==> config.mk <==
export PLATFORM = sky130hd
export DESIGN_NAME = sprite_addr_gen
export DESIGN_NICKNAME = d
export VERILOG_FILES = /design/src/rtl/sprite_addr_gen.sv
export SDC_FILE = /design/constraint.sdc
export NUM_CORES = 1
export LEC_CHECK = 0
export CAP_MARGIN = 20
export CORE_AREA = 2 2 165 167
export CTS_BUF_LIST = sky130_fd_sc_hd__clkbuf_8 sky130_fd_sc_hd__clkbuf_16
export DETAILED_ROUTE_END_ITERATION = 10
export DIE_AREA = 0 0 167 169
export PLACE_DENSITY_LB_ADDON = 0.25
export SKIP_CTS_REPAIR_TIMING = 1
export SLEW_MARGIN = 20
export SYNTH_ARGS = -nofsm -noshare
export SYNTH_HDL_FRONTEND = slang
export SYNTH_SLANG_ARGS = --single-unit
==> constraint.sdc <==
create_clock -name i_clk -period 21.4 [get_ports i_clk]
set_input_delay 4.28 -clock i_clk [delete_from_list [all_inputs] [get_ports i_clk]]
set_output_delay 4.28 -clock i_clk [all_outputs]
set_load 0.1 [all_outputs]
==> src/rtl/sprite_addr_gen.sv <==
// Multi-sprite ROM address generator: per-sprite box test against the raster,
// incrementing address counters, and hit flags delayed to line up with ROM data.
module sprite_addr_gen #(
    parameter int NUM_SPR  = 2,
    parameter int COORD_W  = 10,
    parameter int ADDR_W   = 18,
    parameter int ROM_LAT  = 1,
    parameter int V_ACTIVE = 480
) (
    input  logic                       i_clk,
    input  logic                       i_rst,
    input  logic [COORD_W-1:0]         xx,
    input  logic [COORD_W-1:0]         yy,
    input  logic                       aactive,
    input  logic                       i_upd,
    input  logic [NUM_SPR-1:0]         i_en,
    input  logic [NUM_SPR*COORD_W-1:0] i_pos_x,
    input  logic [NUM_SPR*COORD_W-1:0] i_pos_y,
    input  logic [NUM_SPR*COORD_W-1:0] i_size_w,
    input  logic [NUM_SPR*COORD_W-1:0] i_size_h,
    output logic [NUM_SPR*ADDR_W-1:0]  o_addr,
    output logic [NUM_SPR-1:0]         o_on,
    output logic [2:0]                 o_sel,
    output logic                       o_any,
    output logic                       o_upd_busy
);

    logic                       w_apply;
    logic [NUM_SPR-1:0]         w_inbox;

    logic                       r_busy;
    logic [NUM_SPR-1:0]         r_pend_en;
    logic [NUM_SPR*COORD_W-1:0] r_pend_x;
    logic [NUM_SPR*COORD_W-1:0] r_pend_y;
    logic [NUM_SPR*COORD_W-1:0] r_pend_w;
    logic [NUM_SPR*COORD_W-1:0] r_pend_h;
    logic [NUM_SPR-1:0]         r_act_en;
    logic [NUM_SPR*COORD_W-1:0] r_act_x;
    logic [NUM_SPR*COORD_W-1:0] r_act_y;
    logic [NUM_SPR*COORD_W-1:0] r_act_w;
    logic [NUM_SPR*COORD_W-1:0] r_act_h;

    // Hit flags: stage 0 is the registered hit, stage ROM_LAT drives o_on.
    logic [NUM_SPR-1:0]         r_dly [ROM_LAT+1];

    // Apply point sits in vertical blanking so the active set never changes mid-frame.
    assign w_apply    = (xx == '0) && (yy == COORD_W'(V_ACTIVE));
    assign o_upd_busy = r_busy;

    always_ff @(posedge i_clk or posedge i_rst) begin
        if (i_rst) begin
            r_busy    <= 1'b0;
            r_pend_en <= '0;
            r_pend_x  <= '0;
            r_pend_y  <= '0;
            r_pend_w  <= '0;
            r_pend_h  <= '0;
            r_act_en  <= '0;
            r_act_x   <= '0;
            r_act_y   <= '0;
            r_act_w   <= '0;
            r_act_h   <= '0;
        end else if (i_upd && w_apply) begin
            r_act_en <= i_en;
            r_act_x  <= i_pos_x;
            r_act_y  <= i_pos_y;
            r_act_w  <= i_size_w;
            r_act_h  <= i_size_h;
            r_busy   <= 1'b0;
        end else if (i_upd) begin
            r_pend_en <= i_en;
            r_pend_x  <= i_pos_x;
            r_pend_y  <= i_pos_y;
            r_pend_w  <= i_size_w;
            r_pend_h  <= i_size_h;
            r_busy    <= 1'b1;
        end else if (w_apply && r_busy) begin
            r_act_en <= r_pend_en;
            r_act_x  <= r_pend_x;
            r_act_y  <= r_pend_y;
            r_act_w  <= r_pend_w;
            r_act_h  <= r_pend_h;
            r_busy   <= 1'b0;
        end
    end

    for (genvar k = 0; k < NUM_SPR; k++) begin : g_spr
        logic [COORD_W-1:0] w_x;
        logic [COORD_W-1:0] w_y;
        logic [COORD_W-1:0] w_w;
        logic [COORD_W-1:0] w_h;
        logic [COORD_W:0]   w_x_end;
        logic [COORD_W:0]   w_y_end;
        logic [ADDR_W-1:0]  r_cnt;
        logic [ADDR_W-1:0]  r_addr;

        assign w_x = r_act_x[k*COORD_W +: COORD_W];
        assign w_y = r_act_y[k*COORD_W +: COORD_W];
        assign w_w = r_act_w[k*COORD_W +: COORD_W];
        assign w_h = r_act_h[k*COORD_W +: COORD_W];
        // One extra bit so a box touching the top of the coordinate range cannot wrap.
        assign w_x_end = {1'b0, w_x} + {1'b0, w_w};
        assign w_y_end = {1'b0, w_y} + {1'b0, w_h};

        assign w_inbox[k] = r_act_en[k] && (w_w != '0) && (w_h != '0) &&
                            (xx >= w_x) && ({1'b0, xx} < w_x_end) &&
                            (yy >= w_y) && ({1'b0, yy} < w_y_end);

        // Raster order walks the box row by row, so a counter replaces (yy-Y)*W+(xx-X).
        always_ff @(posedge i_clk or posedge i_rst) begin
            if (i_rst) begin
                r_cnt  <= '0;
                r_addr <= '0;
            end else begin
                if (w_inbox[k]) begin
                    r_addr <= r_cnt;
                end
                if (w_apply) begin
                    r_cnt <= '0;
                end else if (w_inbox[k]) begin
                    r_cnt <= r_cnt + 1'b1;
                end
            end
        end

        assign o_addr[k*ADDR_W +: ADDR_W] = r_addr;
    end

    always_ff @(posedge i_clk or posedge i_rst) begin
        if (i_rst) begin
            for (int i = 0; i <= ROM_LAT; i++) begin
                r_dly[i] <= '0;
            end
        end else begin
            r_dly[0] <= w_inbox & {NUM_SPR{aactive}};
            for (int i = 1; i <= ROM_LAT; i++) begin
                r_dly[i] <= r_dly[i-1];
            end
        end
    end

    assign o_on  = r_dly[ROM_LAT];
    assign o_any = |o_on;

    // Scan from the top down so the lowest asserted index wins.
    always_comb begin
        o_sel = '0;
        for (int k = NUM_SPR - 1; k >= 0; k--) begin
            if (o_on[k]) begin
                o_sel = 3'(k);
            end
        end
    end

endmodule

* Yosys cells after proc, flatten, opt, wreduce, memory -nomap -nowiden
Cells that the tools add are included.
Word-level totals: logic and storage cells 86, bits of input ports 106, register bits after elaboration 241
Cells by class: add/sub/neg operators 6, multiplexer cells 24, eq/ne operators 2, magnitude comparators 8, reduce and logical (&&, ||, !) cells 27, bitwise logic cells 2
Operators by type and width (number):
- 20-bit 2-to-1 mux | 12
- 18-bit 2-to-1 mux | 4
- 10-bit by 10-bit adder with 11-bit output | 4
- 10-bit by 11-bit < comparator with 1-bit output | 4
- 10-bit greater-or-equal comparator | 4
- 10-bit nonzero test | 4
- 18-bit by 1-bit adder with 18-bit output (second input constant) | 2
- 1-bit logical AND | 15
- 10-bit by 9-bit equality test with 1-bit output (second input constant) | 1
- 10-bit logical NOT | 1
- 2-bit 2-to-1 mux | 3
- 2-bit nonzero test | 3
- 1-bit 2-to-1 mux | 4
- 2-bit AND reduction | 2
- 3-bit 2-to-1 mux | 1
- 3-bit nonzero test | 1
- 2-bit bitwise AND | 1
- 2-bit by 1-bit != test with 1-bit output (second input constant) | 1
- 2-bit OR reduction | 1
- 1-bit NOT | 1

* Longest topological paths before layout
Gate-level depths: netlist of the first run.
word-level depth 9, mapped depth 19, mapped depth without buffers 16

* Worst setup path before layout of the first run
Ideal clock, no wire load.
kind input to register, start point in xx[7], end point reg g_spr[1].r_cnt[3], arrival time 6.163 ns, path slack 15.097 ns, data required time 21.260 ns, path buffers 2, cell stages on the path 10, path through ha_1 nand2_1 o21ai_0 a21oi_1 nor4_1 o221ai_2 buf_2 buf_2 o311ai_0 o41ai_1
Between the ends: cells in the longest elaborated chain, start to end 6, elaborated cells between the ends (all ways) 10, those cells by class order compare (2); mux (1); reduce/logical (7)
RTL lines:
- start: declaration | line 12 | input logic [COORD_W-1:0] xx,
- 10-bit greater-or-equal comparator | line 106 | (xx >= w_x) && ({1'b0, xx} < w_x_end) &&
- 1-bit logical AND | line 105 | assign w_inbox[k] = r_act_en[k] && (w_w != '0) && (w_h != '0) &&
- 1-bit logical AND (2 in a row) | line 106
- 1-bit logical AND | line 107 | (yy >= w_y) && ({1'b0, yy} < w_y_end);
- 2-bit nonzero test (no source line)
- end signal: assignment | line 121 | r_cnt <= r_cnt + 1'b1;
- end: declaration | line 94 | logic [ADDR_W-1:0] r_cnt;
Parallel ways exist; a longest one is shown, timed or not. A chain may end at the register's enable or synchronous reset.

* Final worst setup path of the first run
start point in yy[0], end point reg g_spr[0].r_cnt[14]
Between the ends: cells in the longest elaborated chain, start to end 4, elaborated cells between the ends (all ways) 8, those cells by class order compare (2); eq/ne (1); mux (1); reduce/logical (4)
RTL lines:
- start: declaration | line 13 | input logic [COORD_W-1:0] yy,
- 10-bit greater-or-equal comparator | line 107
- 1-bit logical AND | line 106
- 1-bit logical AND | line 107
- 2-bit nonzero test (no source line)
- end signal: assignment | line 121
- end: declaration | line 94
Parallel ways exist; a longest one is shown, timed or not.

==> summary.md, run 1 <==
| Metric | Value |
|---|---|
| HP Class | `flip-flop to flip-flop` |
| # DRC | `0` |
| Post-synth EDFFs | `0` |
| Slew Limit Fails | `0` |
| Clock Skew | `0.0114 ns` |
| GR Layer Usage met1 | `35.1%` |
| Layout cells sized above 1 | `13.4%` |
| Final wirelength | `34500 microns` |
| TNS Setup | `0 ns` |
| Crit-path max FO | `21` |
| P per Cell Area | `62.5 nW/um^2` |
| Gr busiest metal | `met2` |
| Number of global-route vias before repair | `10600` |
| Synth Register Bits | `241` |
| Final setup fails | `0` |
| Worst skew pair latency | `0.54 ns` |
| Detailed Place HPWL | `24500 microns` |
| Leakage | `7.14 nW` |
| Startpoint Class | `input port` |
| Synth Flop Type | `dfrtp_1` |
| H-tree Lvls | `1` |
| Seq/Total Area, Yosys | `43.8%` |
| Synth cell types | `70` |
| Clock Tree Root | `clkbuf_16` |
| CTS tree | `done` |
| Post-route minimum period | `7.30 ns` |
| CTS buffer count | `26` |
| Switch share | `23.4%` |
| Logic pwr share | `8.4%` |
| Clock Pin Slew Worst Setup and Hold Paths | `0.06 ns` |
| Die X | `167 microns` |
| Arrival time worst endpoint | `7.77 ns` |
| Slew HR | `30.9%` |
| Worst setup EP type | `flip-flop` |
| Final layout net count | `1663` |
| Max Fclk | `137 MHz` |
| Pint | `781 uW` |
| Sink Count | `241` |
| Total GRT Usage | `24.3%` |
| Worst-margin pin slew | `1.03 ns` |
| Clock share of power | `44.6%` |
| Worst hold path cell count | `0` |
| # IOs | `149` |
| Die area | `28200 sq um` |
| Vias per inst | `6.19` |
| M2 GR Usage | `38.7%` |
| R2r startpoint | `r_act_h[0]` |
| Core Region | `26500 sq um` |
| Post-route ant nets | `0` |
| Switching power total | `239 uW` |
| Die Span Y | `169 microns` |
| Syn Inst Count | `1323` |
| Area grow syn2layout | `18.5%` |
| Critical Path RT | `21.87 ns` |
| Largest net degree at the start of global routing | `111` |
| Max Cap Viol | `0` |
| Kind of critical path | `input port to flip-flop` |
| Post-route clock period utilization | `34.1%` |
| Worst IR Drop VDD | `0.0621 mV` |
| Wire per inst | `19.2 microns` |
| Number of DRC markers in iteration 0 | `802` |
| Initial core utilization | `51.9%` |
| Async set-reset flop share out of synthesis | `100%` |
| Number of antenna violations at the first check in global routing | `0` |
| Met3 Use GR | `3.02%` |
| Hold Path Sink | `o_on[0]` |
| Hold Slack | `0.356 ns` |
| Finished Cell Area | `16300 sq um` |
| Seq pwr share | `47.0%` |
| Mapped Area | `13800 sq um` |
| First-pass GRT wire length | `56500 microns` |
| Hold Vio Cnt, Final | `0` |
| Vias | `11100` |
| Clock buffer depth | `3` |
| Mean Syn Cell Area | `10.4 sq um` |
| Diodes inserted | `0` |
| Grt ovf | `0` |
| Worst-case reg-to-reg path depth | `14` |
| Router iterations before antenna repair | `5` |
| RSZ-0062 raised after global routing | `no` |
| Gpl congestion | `0.916` |
| FP Rows | `60` |
| Instance area at placement | `15400 sq um` |
| Port bufs | `146` |
| Reg2reg setup slack | `16.37 ns` |
| Syn. warnings | `0` |
| Worst r2r dst | `g_spr[0].r_cnt[14]` |
| Min-delay src | `r_dly[2]` |
| Outcome | `finished, final reports clean` |
## registers in the layout, indices dropped and copies added, names as in the netlist
signal and flops:
o_upd_busy 1, o_on 2, r_pend_w 20, g_spr.r_cnt 36, r_act_y 20, r_dly 2
r_act_x 20, r_pend_y 20, r_act_en 2, r_act_w 20, r_pend_x 20, r_pend_en 2
r_act_h 20, r_pend_h 20, g_spr.r_addr 36
## synthesized netlist by cell type (7+ instances only)
master     number  area share, %
dfrtp_1       241             44
o22ai_1       121            5.5
a21oi_1       119            4.3
ha_1          118             11
mux2_2        108            8.8
inv_1          65            1.8
nand2_1        60            1.6
o21ai_0        53            1.9
clkbuf_1       50            1.4
nor2_1         46            1.3
nand3_1        24           0.87
a22oi_1        19            1.0
nand4_1        18           0.82
xnor2_1        17            1.1
buf_2          15           0.55
xor2_1         15           0.95
nor4_1         14           0.64
o31ai_1        14           0.76
or4_1          14           0.76
nand2b_1       12           0.55
o21a_1         12           0.65
a21o_1         11           0.60
mux2_1         10           0.82
a2111oi_0       9           0.57
a211oi_1        9           0.49
o311ai_0        9           0.57
a31o_2          7           0.45
and2_1          7           0.32
nor2b_1         7           0.32
o41ai_1         7           0.45
## placed cells by master (no fill, tap or decap), drive strengths merged, types with 6 or more instances in the layout
master         instances
nand4                 18
nor3                   7
nor2b                  7
o21a                  12
buf                   13
o22ai                121
nor2                  47
o41ai                  8
o21ai                 56
o31ai                 14
and2                   7
xnor2                 17
xor2                  15
dfrtp                241
a31oi                  6
nand2b                12
and4                   6
clkinv                 7
o21bai                 6
a21o                  11
nand3                 24
o311ai                 9
a21oi                119
nor4                  14
ha                   118
nand2                 60
a22oi                 19
a211oi                 9
a31o                   8
clkbuf                32
mux2                 118
inv                   68
a2111oi                9
or4                   14
clkdlybuf4s50        145
## worst max-delay path, stage by stage
cell,delay (ns)
clkdlybuf4s50_1,0.65
inv_1,0.13
ha_1,0.30
nand2b_1,0.09
a2111oi_0,0.09
o21ai_0,0.37
and4b_1,0.37
nand3_1,0.68
or4_1,0.72
nand2_1,0.08
## logic make-up (layout without fill, tap and decap cells)
family,Yosys count,after routing,share of synthesized area [%]
AOI/OAI and AO/OA,428,428,19.7
DFF,241,241,43.8
and+or+nand+nor,239,239,9.11
buffers and inverters,141,270,4.23
adders and majority gates,122,122,11.3
muxes,119,119,9.73
xor gates and xnor gates,32,32,2.04
other,1,2,0.0272
## worst max-delay path by stage
stage | slack, ns | startpoint | to
2_1_floorplan | 10.50 | i_rst | g_spr[0].r_addr[0]
3_3_place_gp | 13.51 | yy[0] | g_spr[0].r_cnt[14]
3_5_place_dp | 13.47 | yy[0] | g_spr[0].r_cnt[14]
4_1_cts | 14.04 | yy[0] | g_spr[0].r_cnt[14]
5_1_grt | 13.82 | yy[0] | g_spr[0].r_cnt[14]
6_report | 14.10 | yy[0] | g_spr[0].r_cnt[14]
## per-layer routing
layer  routed length (microns)  share of wire, %  vias to the layer above
met5                         0                 0                        -
met4                       924               2.7                        0
met3                      1690               4.9                       54
met2                     15900                46                      320
met1                     16000                46                     5484
li1                          -                 -                     5254
## power groups by stage
| stage | sequential (mW) | clock (mW) | combinational (mW) |
|---|---|---|---|
| floorplan | 0.485 | 0 | 0.0494 |
| global placement | 0.486 | 0 | 0.0846 |
| detailed placement | 0.487 | 0 | 0.0866 |
| CTS | 0.479 | 0.465 | 0.0870 |
| global route | 0.480 | 0.483 | 0.0949 |
| finish | 0.479 | 0.455 | 0.0859 |
## metrics by stage
step	utilization [%]	power, mW	setup slack [ns]	cells
6_report	61.5	1.02	14.10	1794
3_3_place_gp	58.3	0.571	13.51	1748
5_1_grt	61.5	1.06	13.82	1794
2_1_floorplan	-	0.534	10.50	1324
4_1_cts	61.6	1.03	14.04	1794
3_5_place_dp	58.3	0.574	13.47	1748
## final cells by class
class,instances,area [sq um]
Timing Repair Buffer,158,1550
Clock buffer,32,733
Multi-Input combinational cell,942,7170
Sequential cell,241,6030
Fill cell,2204,10200
Clock inverter,14,140
Tap cell,341,427
Inverter,66,255
No activity file was read; power rests on OpenSTA's default activity.
==> inputs of run 2 (changes only) <==
Settings changed: CORE_AREA 2 2 165 167 to 2 2 166 168, DIE_AREA 0 0 167 169 to 0 0 168 170.
Clock period 21.4 ns to 5.9 ns, I/O delays scaled along.
==> run 2 against run 1 <==
Effect of this change: final area up 0.64%; sequential power rose to 3.6 times the previous value; wire length up 1.9%; sequential share of layout area down 0.24 points; critical path depth up 6; non-clock buffer count up 3; setup slack worse by 13 ns; critical endpoint is now g_spr[1].r_addr[0]; largest power group unchanged.
==> summary.md, run 2 (synthesis gave the netlist of run 1 again) <==
| Metric | Value |
|---|---|
| Clock Tree Root | `clkbuf_16` |
| Leakage | `7.20 nW` |
| Pint | `2.92 mW` |
| Area grow syn2layout | `19.3%` |
| Die X | `168 microns` |
| Post-route ant nets | `0` |
| Vias | `11100` |
| Post-route clock period utilization | `81.3%` |
| Largest net degree at the start of global routing | `138` |
| Clock share of power | `45.4%` |
| Gpl congestion | `0.981` |
| Final setup fails | `0` |
| Final layout net count | `1666` |
| Worst-margin pin slew | `1.04 ns` |
| Worst skew pair latency | `0.53 ns` |
| Initial core utilization | `51.6%` |
| Fin cells | `1799` |
| Largest regs | `g_spr.r_addr: 36 flops, g_spr.r_cnt: 36 flops` |
| Leading cell types in the layout, fill and taps excluded | `dfrtp_1 (240), clkdlybuf4s50_1 (146), o22ai_1 (121)` |
| Register area | `6030 sq um` |
| RSZ-0062 raised after global routing | `no` |
| Critical Path RT | `6.30 ns` |
| R2r startpoint | `r_act_w[11]` |
| CTS buffer count | `26` |
| Clock Skew | `0.0135 ns` |
| # IOs | `149` |
| FP Rows | `60` |
| Worst r2r dst | `g_spr[1].r_addr[0]` |
| Hold Vio Cnt, Final | `0` |
| Crit path to | `g_spr[1].r_addr[0]` |
| Vias per inst | `6.18` |
| # DRC | `0` |
| Final wirelength | `35100 microns` |
| Worst-case reg-to-reg path depth | `16` |
| Slew Limit Fails | `0` |
| Core Region | `26700 sq um` |
| Wire per inst | `19.5 microns` |
| Sink Count | `241` |
| Area occupied by multi-input gates | `7170 sq um` |
| P per Cell Area | `229 nW/um^2` |
| Switching power total | `846 uW` |
| Grt ovf | `0` |
| Number of global-route vias before repair | `10900` |
| Layout cells sized above 1 | `13.1%` |
| Worst hold path cell count | `0` |
| Outcome | `finished, final reports clean` |
| Logic pwr share | `8.5%` |
| Clock Pin Slew Worst Setup and Hold Paths | `0.06 ns` |
| Worst IR Drop VDD | `0.214 mV` |
| Post-route minimum period | `4.80 ns` |
| TNS Setup | `0 ns` |
| Kind of critical path | `flip-flop to flip-flop` |
| Layout Utilization | `61.6%` |
| Router iterations before antenna repair | `5` |
| Number of DRC markers in iteration 0 | `830` |
| H-tree Lvls | `1` |
| Crit-path max FO | `34` |
| Arrival time worst endpoint | `5.20 ns` |
| Slew HR | `30.7%` |
| Max Fclk | `208 MHz` |
| Number of antenna violations at the first check in global routing | `2` |
| Seq pwr share | `46.2%` |
| Max Cap Viol | `0` |
| Detailed Place HPWL | `24400 microns` |
| Instance area at placement | `15500 sq um` |
| Total GRT Usage | `24.8%` |
| Port bufs | `146` |
| Layout fillers | `2165` |
| Placed insts | `1751` |
| First-pass GRT wire length | `57500 microns` |
| Crit. Startpoint | `r_act_w[11]` |
| Reg2reg setup slack | `1.10 ns` |
| Startpoint Class | `flip-flop` |
| HP Class | `flip-flop to flip-flop` |
| Die Span Y | `170 microns` |
| CTS tree | `done` |
| Commonest non-fill, non-tap cell in the layout | `dfrtp_1` |
| Switch share | `22.5%` |
| Clock buffer depth | `3` |
| Die area | `28600 sq um` |
| Worst setup EP type | `flip-flop` |
| Finished Cell Area | `16400 sq um` |
==> run 2: critical path, stage by stage, from the launching register on <==
cell and delay [ns]:
dfrtp_1 0.44, ha_1 0.31, a21o_1 0.16, a21oi_1 0.24
o21bai_1 0.13, a2111oi_0 0.58, o31ai_1 0.14, a21oi_1 0.21
xor2_1 0.10, ha_1 0.31, nand2_1 0.07, nor2_1 0.13
nand2_1 0.06, o21ai_0 0.22, and2_1 0.86, nor2_4 0.28
mux2_1 0.41
==> run 2: worst min path at each step <==
stage / from / end / slack (ns)
after global routing: r_dly[3] / o_on[1] / 0.37
after floorplan: r_dly[2] / o_on[0] / 0.33
after detailed placement: r_dly[2] / o_on[0] / 0.34
after global placement: r_dly[2] / o_on[0] / 0.34
final: r_dly[2] / o_on[0] / 0.35
after CTS: r_dly[2] / o_on[0] / 0.35
==> run 2: area by class of cell <==
| class | count | share of cell area (%) |
|---|---|---|
| antenna | 2 | 0.0305 |
| sequential | 241 | 36.8 |
| tap | 341 | 2.60 |
| multi-input combinational | 942 | 43.7 |
| clock inverter | 15 | 1.04 |
| timing repair buffer | 161 | 9.89 |
| clock buffer | 31 | 4.45 |
| inverter | 66 | 1.53 |
==> run 2: metrics by stage <==
step                power [mW]  hold slack, ns  worst slack (ns)
finish                    3.76           0.350              1.10
global route              3.89           0.367             0.421
CTS                       3.79           0.352              1.09
detailed placement        2.09           0.339              1.16
global placement          2.08           0.337              1.27
floorplan                 1.94           0.331              1.56
==> run 2: power groups by stage <==
| stage | registers [mW] | logic [mW] | clock network [mW] |
|---|---|---|---|
| finish | 1.74 | 0.318 | 1.71 |
| detailed placement | 1.77 | 0.320 | 0 |
| CTS | 1.74 | 0.321 | 1.73 |
| global placement | 1.76 | 0.314 | 0 |
| floorplan | 1.76 | 0.180 | 0 |
| global route | 1.74 | 0.351 | 1.80 |
==> run 2: routing by layer <==
| layer | global-route usage, % | vias to the layer above | routed length (microns) |
|---|---|---|---|
| met5 | 0 | - | 0 |
| met4 | 8.17 | 0 | 1110 |
| met3 | 2.95 | 64 | 1480 |
| met2 | 40.2 | 294 | 16500 |
| met1 | 34.8 | 5509 | 16000 |
| li1 | - | 5249 | - |
==> inputs of run 3 (changes only) <==
Settings changed: CORE_AREA 2 2 166 168 to 2 2 165 167, DIE_AREA 0 0 168 170 to 0 0 167 169.
Clock period 5.9 ns to 4.74 ns, I/O delays scaled along.
==> run 3 against run 2 <==
Effect of this change: sequential power increased by 24%; setup slack got worse by 0.81 ns; cell count grew 0.56%; non-clock buffer count rose by 11; global-route usage shrank 0.17 points; largest cell class unchanged; largest power group unchanged.
==> summary.md, run 3 (synthesis gave the netlist of run 1 again) <==
| Metric | Value |
|---|---|
| PnR worst setup slack | `0.289 ns` |
| Slew HR | `32.5%` |
| Leakage | `7.23 nW` |
| Met3 Wirelength | `1870 microns` |
| Top delay family on crit path | `compound AO/OA/AOI/OAI gates` |
| Worst setup EP type | `flip-flop` |
| Post-route minimum period | `4.45 ns` |
| Crit-path max FO | `33` |
| Worst-margin pin slew | `1.01 ns` |
| Total GRT Usage | `24.6%` |
| Worst-case reg-to-reg path depth | `17` |
| Detailed Place HPWL | `24800 microns` |
| Die area | `28200 sq um` |
| Vias | `11200` |
| Worst hold path cell count | `0` |
| Sink Count | `241` |
| Worst IR Drop VDD | `0.281 mV` |
| Largest net degree at the start of global routing | `93` |
| # DRC | `0` |
| CP cell instances | `ha_1 -> a21o_1 -> a21oi_1 -> o21bai_1 -> a2111oi_1 -> o31ai_1 -> a21oi_1 -> xor2_1 -> ha_1 -> a21oi_1 -> o21ai_0 -> a21oi_1 -> o21ai_0 -> and2_1 -> buf_4 -> or4_1 -> a21oi_1` |
| Post-route ant nets | `0` |
| H-tree Lvls | `1` |
| Slew Limit Fails | `0` |
| Worst skew pair latency | `0.53 ns` |
| Critical-path top delay cell | `a2111oi_1` |
| Hold Vio Cnt, Final | `0` |
| Final wirelength | `34800 microns` |
| HP Class | `flip-flop to flip-flop` |
| FP Rows | `60` |
| Leading cell types in the layout, fill and taps excluded | `dfrtp_1 (240), clkdlybuf4s50_1 (146), o22ai_1 (121)` |
| Wire per inst | `19.2 microns` |
| CTS tree | `done` |
| Final setup fails | `0` |
| P per Cell Area | `281 nW/um^2` |
| Area grow syn2layout | `19.7%` |
| M1 WL | `15700 microns` |
| Max stage delay on crit path | `0.64 ns` |
| Initial core utilization | `51.9%` |
| Outcome | `finished, final reports clean` |
| CTS buffer count | `26` |
| First-pass GRT wire length | `57000 microns` |
| Router iterations before antenna repair | `5` |
| Placed insts | `1762` |
| Max Used Layer | `met5` |
| Reg2reg setup slack | `0.29 ns` |
| Startpoint Class | `flip-flop` |
| Clock buffer depth | `3` |
| CP Depth | `17` |
| Commonest non-fill, non-tap cell in the layout | `dfrtp_1` |
| Largest regs | `g_spr.r_addr: 36 flops, g_spr.r_cnt: 36 flops` |
| Kind of critical path | `flip-flop to flip-flop` |
| Clock Tree Root | `clkbuf_16` |
| # IOs | `149` |
| Number of DRC markers in iteration 0 | `659` |
| Clock Pin Slew Worst Setup and Hold Paths | `0.06 ns` |
| TNS Setup | `0 ns` |
| Met2 routed WL | `16200 microns` |
| Most frequent CP cell | `a21oi_1` |
| Buffers and inverters on the worst path | `1` |
| Critical Path RT | `5.18 ns` |
| Pre-CTS setup slack | `0.391 ns` |
| Core Region | `26500 sq um` |
| Layout cells sized above 1 | `14.0%` |
| Number of antenna violations at the first check in global routing | `2` |
| Hold Slack | `0.354 ns` |
| Port bufs | `146` |
| Gpl congestion | `0.914` |
| Fin cells | `1809` |
| Clock Skew | `0.0149 ns` |
| RSZ-0062 raised after global routing | `no` |
| Number of global-route vias before repair | `11000` |
| Die Span Y | `169 microns` |
| Max Fclk | `225 MHz` |
| Grt ovf | `0` |
| Vias per inst | `6.20` |
| Die X | `167 microns` |
| Arrival time worst endpoint | `4.89 ns` |
| Post-route clock period utilization | `93.9%` |
| Diodes inserted | `0` |
| Final layout net count | `1677` |
| Max Cap Viol | `0` |
-- run 3: changes by cell type in the layout (fill, tap and decap cells not counted), sizes merged --
cell | previous run | this run
clkinvlp | 2 | 3
clkbuf | 31 | 33
bufinv | 4 | 2
inv | 71 | 69
clkinv | 4 | 6
diode | 2 | 0
buf | 15 | 26
-- run 3: final timing paths --
path	startpoint	end
max in group asynchronous	i_rst	r_act_w[10]
worst max-delay path	r_act_w[11]	g_spr[1].r_cnt[17]
worst min-delay path	r_dly[3]	o_on[1]
worst min register to register	r_dly[3]	o_on[1]
min in group asynchronous	i_rst	r_act_h[8]
worst max register to register	r_act_w[11]	g_spr[1].r_cnt[17]
-- run 3: layer usage --
metal	vias up	GRT usage [%]
met4	4	7.16
met2	319	40.0
met1	5579	34.5
li1	5267	-
met3	54	3.51
met5	-	0
-- run 3: cell type report --
class / instances / area (sq um)
Fill cell: 2109 / 10000
Tap cell: 341 / 427
Multi-Input combinational cell: 942 / 7180
Clock inverter: 14 / 128
Timing Repair Buffer: 172 / 1710
Clock buffer: 33 / 758
Inverter: 66 / 251
Sequential cell: 241 / 6030
-- run 3: power breakdown --
group	internal, mW	switching (mW)	total, mW
clock network	1.23	0.827	2.06
logic	0.204	0.199	0.403
registers	2.13	0.0349	2.16
-- run 3: stage by stage --
step,total power [mW],cell area [sq um],utilization (%)
after floorplan,2.41,13800,-
after global placement,2.59,15600,58.8
after detailed placement,2.60,15600,58.8
after CTS,4.67,16500,62.2
after global routing,4.80,16500,62.2
final,4.63,16500,62.2
-- run 3: worst reg2reg max path: stages, from the launching register on --
cell and delay [ns]:
dfrtp_1 0.45, ha_1 0.30, a21o_1 0.17, a21oi_1 0.23, o21bai_1 0.13, a2111oi_1 0.64
o31ai_1 0.15, a21oi_1 0.20, xor2_1 0.17, ha_1 0.27, a21oi_1 0.17, o21ai_0 0.10
a21oi_1 0.11, o21ai_0 0.14, and2_1 0.21, buf_4 0.23, or4_1 0.53, a21oi_1 0.16
